--- config.mk ---
export PLATFORM = sky130hd
export DESIGN_NAME = dcache_victim_wb
export DESIGN_NICKNAME = d
export VERILOG_FILES = /design/src/rtl/cache_axi_pkg.sv /design/src/rtl/line_word_sel.sv /design/src/rtl/dcache_victim_wb.sv
export SDC_FILE = /design/constraint.sdc
export NUM_CORES = 1
export LEC_CHECK = 0
export ABC_AREA = 1
export BUFFER_PORTS_ARGS = -buffer_cell sky130_fd_sc_hd__buf_4
export CAP_MARGIN = 20
export CORE_ASPECT_RATIO = 0.7
export CORE_MARGIN = 2
export CORE_UTILIZATION = 55
export CTS_CLUSTER_DIAMETER = 80
export DETAILED_ROUTE_END_ITERATION = 16
export PLACE_DENSITY = 0.86
export RECOVER_POWER = 100
export SLEW_MARGIN = 0
export SYNTH_ARGS = -nofsm -noshare
export SYNTH_HDL_FRONTEND = slang
export SYNTH_SLANG_ARGS = --single-unit
export TNS_END_PERCENT = 100
--- constraint.sdc ---
create_clock -name clk -period 26.2 [get_ports clk]
set_clock_uncertainty 0.05 [all_clocks]
set_input_delay 1.31 -clock clk [delete_from_list [all_inputs] [get_ports clk]]
set_output_delay 1.31 -clock clk [all_outputs]
set_load 0.01 [all_outputs]
--- src/rtl/cache_axi_pkg.sv ---
// Shared types and AXI encodings for the data-cache bus paths.
// Used by the victim write-back transmitter and its line word selector.
package cache_axi_pkg;

  typedef enum logic [1:0] {
    IDLE = 2'd0,
    ADDR = 2'd1,
    DATA = 2'd2,
    RESP = 2'd3
  } wb_state_t;

  localparam logic [1:0] AXI_BURST_INCR  = 2'b01;
  localparam logic [2:0] AXI_SIZE_4B     = 3'b010;
  localparam logic [1:0] AXI_RESP_OKAY   = 2'b00;
  localparam int         LINE_BYTES_LOG2 = 5;

endpackage

--- src/rtl/line_word_sel.sv ---
// Picks one 32-bit word out of a full cache line; word i is bits [32i+31:32i].
// Feeds both the write-data beat and the forwarding read port.
module line_word_sel #(
  parameter int WORDS = 8
) (
  input  logic [32*WORDS-1:0]       i_line,
  input  logic [$clog2(WORDS)-1:0]  i_idx,
  output logic [31:0]               o_word
);

  logic [31:0] w_words [WORDS];

  generate
    for (genvar gi = 0; gi < WORDS; gi++) begin : g_split
      assign w_words[gi] = i_line[32*gi +: 32];
    end
  endgenerate

  assign o_word = w_words[i_idx];

endmodule

--- src/rtl/dcache_victim_wb.sv ---
// Victim write-back: buffers one evicted line and sends it as one AXI4 INCR write burst.
// Optional DCACHE_WB_FORWARD_EN adds a read port that serves loads from the line in flight.
module dcache_victim_wb
  import cache_axi_pkg::*;
#(
  parameter int         LINE_WORDS = 8,
  parameter logic [3:0] AXI_ID     = 4'd1,
  parameter int         ADDR_WIDTH = 32
) (
  input  logic                     clk,
  input  logic                     rst,
  input  logic                     req_valid,
  output logic                     req_ready,
  input  logic [ADDR_WIDTH-1:0]    req_addr,
  input  logic [32*LINE_WORDS-1:0] req_line,
  output logic [3:0]               awid,
  output logic [ADDR_WIDTH-1:0]    awaddr,
  output logic [7:0]               awlen,
  output logic [2:0]               awsize,
  output logic [1:0]               awburst,
  output logic                     awvalid,
  input  logic                     awready,
  output logic [31:0]              wdata,
  output logic [3:0]               wstrb,
  output logic                     wlast,
  output logic                     wvalid,
  input  logic                     wready,
  input  logic [1:0]               bresp,
  input  logic                     bvalid,
  output logic                     bready,
  output logic                     wb_done,
  output logic                     wb_err
`ifdef DCACHE_WB_FORWARD_EN
  ,
  input  logic [ADDR_WIDTH-1:0]    fwd_addr,
  output logic                     fwd_hit,
  output logic [31:0]              fwd_data
`endif
);

  localparam int              CNT_W    = $clog2(LINE_WORDS);
  localparam logic [CNT_W-1:0] LAST_IDX = CNT_W'(LINE_WORDS - 1);

  wb_state_t                 r_state;
  logic [ADDR_WIDTH-1:0]     r_base;
  logic [32*LINE_WORDS-1:0]  r_line;
  logic [CNT_W-1:0]          r_cnt;
  logic                      r_req_ready;
  logic                      r_awvalid;
  logic                      r_wvalid;
  logic                      r_wlast;
  logic                      r_bready;
  logic                      r_wb_done;
  logic                      r_wb_err;

  logic [CNT_W-1:0]          w_cnt_inc;
  logic [31:0]               w_wdata;
  logic                      w_unused;

  assign w_cnt_inc = r_cnt + 1'b1;

  // Byte offset within the line is never sent; bresp[0] only splits EXOKAY/DECERR.
  assign w_unused = ^{req_addr[LINE_BYTES_LOG2-1:0], bresp[0]};

  line_word_sel #(
    .WORDS (LINE_WORDS)
  ) u_wdata_sel (
    .i_line (r_line),
    .i_idx  (r_cnt),
    .o_word (w_wdata)
  );

  assign req_ready = r_req_ready;
  assign awid      = AXI_ID;
  assign awaddr    = r_base;
  assign awlen     = 8'(LINE_WORDS - 1);
  assign awsize    = AXI_SIZE_4B;
  assign awburst   = AXI_BURST_INCR;
  assign awvalid   = r_awvalid;
  assign wdata     = w_wdata;
  assign wstrb     = 4'hF;
  assign wlast     = r_wlast;
  assign wvalid    = r_wvalid;
  assign bready    = r_bready;
  assign wb_done   = r_wb_done;
  assign wb_err    = r_wb_err;

  always_ff @(posedge clk) begin
    if (rst) begin
      r_state     <= IDLE;
      r_cnt       <= '0;
      r_req_ready <= 1'b1;
      r_awvalid   <= 1'b0;
      r_wvalid    <= 1'b0;
      r_wlast     <= 1'b0;
      r_bready    <= 1'b0;
      r_wb_done   <= 1'b0;
      r_wb_err    <= 1'b0;
    end else begin
      r_wb_done <= 1'b0;
      case (r_state)
        IDLE: begin
          if (req_valid) begin
            r_base      <= {req_addr[ADDR_WIDTH-1:LINE_BYTES_LOG2], {LINE_BYTES_LOG2{1'b0}}};
            r_line      <= req_line;
            r_cnt       <= '0;
            r_req_ready <= 1'b0;
            r_awvalid   <= 1'b1;
            r_state     <= ADDR;
          end
        end
        ADDR: begin
          if (awready) begin
            r_awvalid <= 1'b0;
            r_wvalid  <= 1'b1;
            r_wlast   <= (LAST_IDX == '0);
            r_state   <= DATA;
          end
        end
        DATA: begin
          // A stalled beat leaves counter and wlast untouched, so wdata holds too.
          if (wready) begin
            r_cnt   <= w_cnt_inc;
            r_wlast <= (w_cnt_inc == LAST_IDX);
            if (r_wlast) begin
              r_wvalid <= 1'b0;
              r_wlast  <= 1'b0;
              r_bready <= 1'b1;
              r_state  <= RESP;
            end
          end
        end
        RESP: begin
          if (bvalid) begin
            r_bready    <= 1'b0;
            r_wb_done   <= 1'b1;
            r_wb_err    <= r_wb_err | bresp[1];
            r_req_ready <= 1'b1;
            r_state     <= IDLE;
          end
        end
        default: r_state <= IDLE;
      endcase
    end
  end

`ifdef DCACHE_WB_FORWARD_EN
  logic w_fwd_unused;

  assign w_fwd_unused = ^fwd_addr[1:0];

  assign fwd_hit = (r_state != IDLE) &&
                   (fwd_addr[ADDR_WIDTH-1:LINE_BYTES_LOG2] == r_base[ADDR_WIDTH-1:LINE_BYTES_LOG2]);

  line_word_sel #(
    .WORDS (LINE_WORDS)
  ) u_fwd_sel (
    .i_line (r_line),
    .i_idx  (fwd_addr[2 +: CNT_W]),
    .o_word (fwd_data)
  );
`endif

endmodule

==> impl_metrics.ini <==
[grt]
grt_pass1_vias = 8520
grt_pass1_wl_mm = 45.9
grtUsageMet1_pct = 30.6
overflow = 0
globalRouteTotalUtil_pct = 27.1
grt_max_degree = 202
gr-max-usage-layer = met2
use_met3_pct = 6.80
use_met2_pct = 48.9
antenna_found_initial = 0

[pwr]
total_power_mw = 1.40
p_leak_nw = 6.03
ir_worst_vdd_uv = 82.6
cellPowerDensity_nw_per_um2 = 92.3

[synthesis]
ys_warn_count = 0
syn_area_per_cell_um2 = 12.1
synth-seq-cells = 295
synth_top_area_share_pct = 72.1
syn_inst = 975
async_flop_share_pct = 0
synth_area_leaders = edfxtp_1 72%, nor2_1 7.6%, o21ai_0 5.6%, nand2_1 4.8%, buf_4 2.2%
synth_area_leader_cell = edfxtp_1
synth_edf_count = 283
synth_area_um2 = 11800
yosysUniqueCellTypes = 25
ys_seq_area_share_pct = 74.1
synthFlopType = edfxtp_1

[floorplan]
die_y_um = 127
start_util_pct = 56.5
coreArea_um2 = 20900
fp.dieW_um = 179
num_io_pins = 388
rows = 44
die-area_um2 = 22600

[sta]
rsz0062_at_grt = false
slew_headroom_pct = -573
fin_hold_ws_ns = 0.420
report.final.slew_viol_count = 502
finalSetupTns_ns = 0
fin_crit_sh_pct = 48.0
setup_viol = 0
worst_pin_slew_ns = 10.10
fmax_mhz = 79.6
hold_viol_final = 0
period_needed_ns = 12.57

[clocking]
cts_buffer_depth = 3
clk_pin_slew_ns = 0.06
cts_setup_buffers = 0
numCtsBuffers = 27
cts.htree.levels = 1
cts_resized = 0
cts_tree = built
cts_num_sinks = 295
worst_skew_pair.late_latency_ns = 0.52
clockRootBuffer = clkbuf_16
hold_buffers = 0

[route]
post_drt_wl_per_cell_um = 19.5
wl_mm = 31.4
drtAntennaViolNets = 0
vias_per_cell = 5.34
drc = 0
dr.pass1.iters = 5
vias = 8606
drt_iter0_markers = 771

[worst_hold_path]
hold_path_class = reg -> reg

[setup_path]
path_class = in -> reg
critPathTopFamily = buffers and inverters
worstPathMaxFanout = 201
cp.required_ns = 25.96
critPathMostFrequentCell = clkbuf_1
slowest_stage = clkbuf_1
critPathBufInv = 3
slowest_delay_ns = 7.29
cp_cell_sequence = clkbuf_1, nor2_4, clkbuf_1, clkbuf_1
endpoint_kind = register
crit_arrival_ns = 12.33
start_kind = primary input

[placement]
io_buffer_count = 355
dp_hpwl_mm = 20.4
placed_area_um2 = 14500
gp_congestion = 0.879

[cells_and_area]
mostFrequentLayoutCells = 283 x edfxtp_1, 277 x clkbuf_4, 237 x nor2_1
area_growth_pct = 28.6
n_antenna_cell = 0
final_common_cell = edfxtp_1
drive_gt1_share_pct = 25.2
nNetsFinal = 1620
fin_area_um2 = 15200

[outcome]
status = complete, but fails checks
violations = capacitance limit, slew limit

[run]
cap_viol_max_count = 5
synth_stat cells (4+ instances only):
master and count:
nand2_1 151, ha_1 8, nor2_1 238, o21ai_0 133
a21oi_1 7, edfxtp_1 283, dfxtp_1 12, nand3_1 7
buf_2 14, buf_1 4, clkbuf_1 16, buf_4 35
inv_1 20, o21ai_1 32
cell type report:
type	count	area [µm²]
Clock buffer	31	691
Clock inverter	17	239
Fill cell	1401	5700
Inverter	21	80.1
Multi-Input combinational cell	608	2600
Sequential cell	295	8740
Tap cell	276	345
Timing Repair Buffer	363	2470
routing by layer:
metal  up-vias  wire, µm
met5         -         0
met2       465     16300
li1       3985         -
met4         0      1310
met1      4082     10700
met3        74      3090
final timing paths:
path / from / to / slack, ns / cells past startpoint
setup reg to reg: r_state[0]$_SDFFE_PP0P_ / r_line[63]$_DFFE_PP_ / 13.71 / 6
hold reg to reg: bready$_SDFFE_PP0P_ / bready$_SDFFE_PP0P_ / 0.42 / 2
setup / recovery: rst / r_line[63]$_DFFE_PP_ / 13.63 / 4
hold / removal: bready$_SDFFE_PP0P_ / bready$_SDFFE_PP0P_ / 0.42 / 2
worst reg2reg max path, delay by kind of cell, from the launching register on:
kind / cells / cell delay (ns)
flops: 1 / 0.35
simple gates: 2 / 0.28
buf+inv: 3 / 10.54
fa+ha+maj: 1 / 0.27
metrics by stage:
stage	std cells	utilization, %	setup slack, ns
6_report	1611	72.7	13.63
5_1_grt	1611	72.7	12.66
3_5_place_dp	1563	69.6	22.07
4_1_cts	1611	74.0	21.51
3_3_place_gp	1563	69.6	22.05
2_1_floorplan	999	-	12.11
cell families (layout without fill, tap and decap cells):
group           count (synthesis)  in the layout  synth area share (%)
simple gates                  399            399                  12.8
flops                         295            295                  74.1
compound gates                174            174                  7.42
buf+inv                        96            432                  4.66
fa+ha+maj                       8              8                 0.849
other cells                     2             26                0.0637
xor+xnor                        1              1                0.0743
where the power goes:
part / internal [mW] / leakage (nW) / switching [mW]
Sequential: 0.611 / 2.71 / 0.0315
Combinational: 0.115 / 2.87 / 0.228
Clock: 0.248 / 0.452 / 0.165
sequential cells by signal (all words and copies together), names as in the netlist, 2 cells and up:
signal	cells
r_line	256
r_state	2
awaddr	27
r_cnt	3
(Power assumes the default switching activity.)
